===== config.mk =====
export PLATFORM = sky130hd
export DESIGN_NAME = instruction_fetch_unit
export DESIGN_NICKNAME = d
export VERILOG_FILES = /design/src/rtl/instruction_fetch_unit_pkg.sv /design/src/rtl/instruction_fetch_unit_if_id_register.sv /design/src/rtl/instruction_fetch_unit.sv
export SDC_FILE = /design/constraint.sdc
export NUM_CORES = 1
export LEC_CHECK = 0
export ABC_AREA = 1
export CORE_MARGIN = 2
export CORE_UTILIZATION = 41
export DETAILED_ROUTE_END_ITERATION = 16
export PLACE_DENSITY = 0.83
export SYNTH_ARGS = -nofsm -noshare
export SYNTH_HDL_FRONTEND = slang
export SYNTH_HIERARCHICAL = 1
export SYNTH_SLANG_ARGS = --single-unit

===== constraint.sdc =====
create_clock -name clk -period 1.45 [get_ports clk]
set_input_delay 0.2175 -clock clk [delete_from_list [all_inputs] [get_ports clk]]
set_output_delay 0.2175 -clock clk [all_outputs]
set_load 0.02 [all_outputs]

===== src/rtl/instruction_fetch_unit_pkg.sv =====
// Shared constants and helpers for the instruction fetch stage.
// Latency: n/a (package only).
// Backpressure: n/a (package only).
package instruction_fetch_unit_pkg;

    localparam int unsigned IFU_DATA_WIDTH  = 32;
    localparam logic [31:0] IFU_RESET_PC    = 32'h0040_0000;
    localparam logic [31:0] NOP_INSTRUCTION = 32'h0000_0000;
    localparam int unsigned PC_INCREMENT    = 4;

    // J/JAL target: upper PC+4 nibble, 26-bit word index from the instruction, word aligned.
    function automatic logic [31:0] jump_target(input logic [31:0] pc_plus4,
                                                input logic [31:0] instr);
        return {pc_plus4[31:28], instr[25:0], 2'b00};
    endfunction

endpackage


===== src/rtl/instruction_fetch_unit_if_id_register.sv =====
// IF/ID pipeline register: holds {instruction, PC+4, valid} for the decode stage.
// Latency: 1 cycle from capture to output.
// Backpressure: i_en low holds contents; i_flush (when enabled) loads a NOP bubble.
module instruction_fetch_unit_if_id_register
    import instruction_fetch_unit_pkg::*;
#(
    parameter int unsigned DATA_WIDTH = IFU_DATA_WIDTH
) (
    input  logic                  i_clk,
    input  logic                  i_rst_n,
    input  logic                  i_en,
    input  logic                  i_flush,
    input  logic [DATA_WIDTH-1:0] i_instruction,
    input  logic [DATA_WIDTH-1:0] i_pc_plus4,
    output logic [DATA_WIDTH-1:0] o_instruction,
    output logic [DATA_WIDTH-1:0] o_pc_plus4,
    output logic                  o_valid
);

    logic [DATA_WIDTH-1:0] r_instruction;
    logic [DATA_WIDTH-1:0] r_pc_plus4;
    logic                  r_valid;

    // Capture fetched word, insert a bubble on flush, or hold when disabled.
    always_ff @(posedge i_clk or negedge i_rst_n) begin
        if (!i_rst_n) begin
            r_instruction <= DATA_WIDTH'(NOP_INSTRUCTION);
            r_pc_plus4    <= '0;
            r_valid       <= 1'b0;
        end else if (i_en) begin
            if (i_flush) begin
                r_instruction <= DATA_WIDTH'(NOP_INSTRUCTION);
                r_pc_plus4    <= '0;
                r_valid       <= 1'b0;
            end else begin
                r_instruction <= i_instruction;
                r_pc_plus4    <= i_pc_plus4;
                r_valid       <= 1'b1;
            end
        end
    end

    assign o_instruction = r_instruction;
    assign o_pc_plus4    = r_pc_plus4;
    assign o_valid       = r_valid;

endmodule


===== src/rtl/instruction_fetch_unit.sv =====
// Instruction fetch: PC register, next-PC select and IF/ID capture for the MIPS pipeline.
// Latency: Address is the PC (combinational); fetched word reaches IF/ID 1 cycle later.
// Backpressure: Stall holds PC and IF/ID; any redirect overrides Stall and inserts one bubble.
module instruction_fetch_unit
    import instruction_fetch_unit_pkg::*;
#(
    parameter int unsigned           DATA_WIDTH = IFU_DATA_WIDTH,
    parameter logic [DATA_WIDTH-1:0] RESET_PC   = IFU_RESET_PC
) (
    input  logic                  clk,
    input  logic                  reset,
    input  logic                  Stall,
    input  logic                  BranchTaken,
    input  logic [DATA_WIDTH-1:0] BranchTarget,
    input  logic                  Jump,
    input  logic                  JumpRegister,
    input  logic [DATA_WIDTH-1:0] RegisterTarget,
    input  logic [DATA_WIDTH-1:0] Instruction,
    output logic [DATA_WIDTH-1:0] Address,
    output logic [DATA_WIDTH-1:0] IFID_Instruction,
    output logic [DATA_WIDTH-1:0] IFID_PCPlus4,
    output logic                  IFID_Valid
);

    logic [DATA_WIDTH-1:0] r_pc;
    logic [DATA_WIDTH-1:0] w_pc_plus4;
    logic [DATA_WIDTH-1:0] w_jump_target;
    logic [DATA_WIDTH-1:0] w_next_pc;
    logic                  w_redirect;
    logic                  w_ifid_en;

    // Sequential increment wraps silently at the top of the address space.
    assign w_pc_plus4    = r_pc + DATA_WIDTH'(PC_INCREMENT);
    assign w_jump_target = jump_target(IFID_PCPlus4, IFID_Instruction);
    assign w_redirect    = JumpRegister | Jump | BranchTaken;
    // A redirect must flush IF/ID even while the hazard unit is stalling.
    assign w_ifid_en     = ~Stall | w_redirect;

    // Next-PC select: JR over J over branch over stall-hold over sequential; targets unmasked.
    always_comb begin
        w_next_pc = w_pc_plus4;
        if (JumpRegister) begin
            w_next_pc = RegisterTarget;
        end else if (Jump) begin
            w_next_pc = w_jump_target;
        end else if (BranchTaken) begin
            w_next_pc = BranchTarget;
        end else if (Stall) begin
            w_next_pc = r_pc;
        end
    end

    // Program counter register; reset drops any pending redirect.
    always_ff @(posedge clk or negedge reset) begin
        if (!reset) begin
            r_pc <= RESET_PC;
        end else begin
            r_pc <= w_next_pc;
        end
    end

    assign Address = r_pc;

    instruction_fetch_unit_if_id_register #(
        .DATA_WIDTH (DATA_WIDTH)
    ) u_if_id (
        .i_clk         (clk),
        .i_rst_n       (reset),
        .i_en          (w_ifid_en),
        .i_flush       (w_redirect),
        .i_instruction (Instruction),
        .i_pc_plus4    (w_pc_plus4),
        .o_instruction (IFID_Instruction),
        .o_pc_plus4    (IFID_PCPlus4),
        .o_valid       (IFID_Valid)
    );

endmodule


==> flow_summary_export.csv <==
group,metric,value,unit
clock_network,cts_buffers,9,
timing,whs,300,ps
yosys,syn_avg_cell_area,7.33,um^2
timing,clock.fmax,586,MHz
die,die_area,14500,um^2
timing,timing.final.crit_period,1710,ps
yosys,synth_seq_cells,97,
grt,overflow,0,
timing,finalWorstSetupSlack,-257,ps
power_and_ir_drop,peakVddDrop,0.795,mV
layout,multi_input_area,3100,um^2
route,num_vias,6166,
route,drtPass1Iterations,6,
placed_design,dp_slack,-492,ps
power_and_ir_drop,internal-power,4.92,mW
setup_path,worstPathRequired,1750,ps
die,rows,42,
yosys,yosysSeqAreaShare,0.436,
run_status,status,"finished with violations",
clock_network,cts-htree-levels,3,
yosys,ys_top_cells_by_count,"nand2_1 (340), dfrtp_1 (96), nand3_1 (82), nor2_1 (82), inv_1 (24)",
yosys,yosys.cell_types.count,30,
timing,worstMarginPinSlew,499,ps
setup_path,startpoint,"Address[4]",
setup_path,reg2reg_slack,-260,ps
placed_design,dp_hpwl,14.5,mm
route,wl_per_cell,16.7,um
die,fp.dieH,121,um
power_and_ir_drop,power.switching,2.25,mW
die,core_area,13200,um^2
yosys,ys.flop_type,"dfrtp_1",
clock_network,cts_root_buf,"clkbuf_16",
route,wl,20.1,mm
setup_path,crit_path_max_fanout,5,
timing,report.final.slew_viol_count,0,
layout,num-fill-cells,1080,
timing,rsz0062_at_grt,"true",
power_and_ir_drop,seq_power_share,0.425,
placed_design,place.gp.congestion,0.903,
timing,finalHoldViolations,0,
yosys,async_flop_share,1.00,
power_and_ir_drop,powerDensity,813,nW/um^2
layout,fin_util,0.666,
setup_path,r2r_cells,10,
timing,relSlewSlack,0.668,
power_and_ir_drop,power_frac_comb,0.267,
setup_path,startpoint_type,"flip-flop",
yosys,syn-num-nets,863,
grt,antenna_found_initial,0,
layout,layout-drive-gt1-share,0.219,
grt,grt_max_degree,50,
route,vias_per_cell,5.13,
setup_path,end_kind,"flip-flop",
run_status,violations,"negative setup slack",
grt,grt_use_total,0.271,
route,ant_nets,0,
route,drt_iter0_drc,541,
route,drc_errors,0,
timing,skew,12.6,ps
clock_network,cts_num_sinks,97,
yosys,synth_area_leader_cell,"dfrtp_1",
setup_path,cp.arrival,2000,ps
die,die_w,121,um
yosys,synthTopCellsByArea,"dfrtp_1 (43%), nand2_1 (23%), nand3_1 (7.4%), nor2_1 (5.5%), a221oi_1 (3.5%)",
placed_design,numPortBuffers,198,
hold_path,hold_path_class,"in -> async",
power_and_ir_drop,p_sw_frac,0.314,
job,maxCapViolCount,0,
layout,syn2layout_area_growth,58.1,%
layout,nNetsFinal,1123,
yosys,synth_top_area_frac,0.431,
yosys,yosysWarnings,6,
grt,grt_pass1_vias,5791,
yosys,synth.most_common_cell,"nand2_1",
setup_path,rr_startpoint,"Address[4]",
layout,diodes,0,
clock_network,clock_path_buffers,2,
timing,tns,-3400,ps
clock_network,clock_latency,360,ps
timing,finalCritPeriodShare,1.18,
yosys,syn_area,5570,um^2
die,start_util,0.421,
die,io_pins,199,
power_and_ir_drop,clockPowerShare,0.309,
grt,grt_pass1_wl,30.8,mm
setup_path,r2r-end,"Address[15]",
setup_path,path_class,"reg -> reg",
yosys,synth-edff-count,0,
layout,regArea,2440,um^2
timing,setup_violations,45,
power_and_ir_drop,p_leak,4.57,nW
yosys,synthCells,760,
clock_network,clkTransAtPathRegs,70,ps
clock_network,cts_tree,"built",
-- worst max-delay path, stage by stage, from the launching register on --
cell	delay [ps]
dfrtp_2	430
nand2_2	80
nor2_4	150
nand2_2	90
nor2_4	190
buf_6	130
xor2_2	200
nand2_1	90
nand2_1	90
nand2_1	100
nand2_1	90
-- power by group through the flow --
stage | sequential [mW] | clock [mW] | combinational, mW
floorplan | 3.25 | 0 | 0.583
finish | 3.04 | 2.21 | 1.91
global route | 3.06 | 2.36 | 2.05
global placement | 3.08 | 0 | 1.78
detailed placement | 3.08 | 0 | 1.81
CTS | 3.03 | 2.23 | 1.77
-- layout by cell type, fill, tap and decap left out, types with 14 or more instances in the layout --
cell type	count
nand2_2	21
nand3_2	14
inv_1	23
a221oi_1	21
dfrtp_1	83
clkdlybuf4s50_1	98
buf_4	77
dlygate4sd2_1	80
nor2_1	66
nand2_1	319
nand3_1	68
-- layout make-up --
class | count | area share
clock inverters | 3 | 0.00227
clock buffers | 13 | 0.0273
multi-input cells | 592 | 0.351
well taps | 176 | 0.0250
inverters | 30 | 0.0128
flip-flops and latches | 97 | 0.277
repair buffers | 290 | 0.304
-- stage by stage --
stage                     area [um^2]  total power [mW]  std cells
after floorplan                  5610              3.83        760
after global placement           8200              4.86       1169
after detailed placement         8200              4.89       1169
after CTS                        8540              7.04       1190
after global routing             8810              7.47       1201
final                            8810              7.16       1201
-- worst max path at each step --
stage	end	cells past startpoint	slack, ps
2_1_floorplan	Address[26]	12	-50
6_report	Address[15]	10	-260
5_1_grt	Address[29]	12	-300
3_3_place_gp	Address[18]	8	-440
4_1_cts	Address[26]	12	-150
3_5_place_dp	Address[18]	8	-490
-- kinds of logic (layout without fill, tap and decap cells) --
logic type	after synthesis	after routing	share of synthesized area
flip-flops	97	97	0.436
adder cells (fa/ha/maj)	1	1	0.00224
AO/OA/AOI/OAI	47	47	0.0586
buffers and inverters	71	336	0.0752
AND/OR/NAND/NOR	529	529	0.398
XOR/XNOR	15	15	0.0303
-- state kept, by name (all words and copies together) (netlist names) --
register,flops
Address,32
u_if_id/o_instruction,32
u_if_id/o_pc_plus4,32
u_if_id/o_valid,1
-- routing by layer --
| layer | vias up | part of all wire | GRT usage | routed length [um] |
|---|---|---|---|---|
| met1 | 2847 | 0.40 | 0.358 | 8090 |
| li1 | 2938 | - | - | - |
| met4 | 0 | 0.034 | 0.0967 | 678 |
| met3 | 53 | 0.098 | 0.0759 | 1970 |
| met5 | - | 0 | 0 | 0 |
| met2 | 328 | 0.46 | 0.426 | 9320 |
-- timing repair --
item / CTS / global route
hold buffers: 1 / 0
pin swaps: 20 / 47
hold endpoints to repair: 15 / 0
setup buffers: 4 / 13
gates resized for setup: 160 / 69
setup endpoints to repair: 137 / 104
No activity file was read; power rests on OpenSTA's default activity.
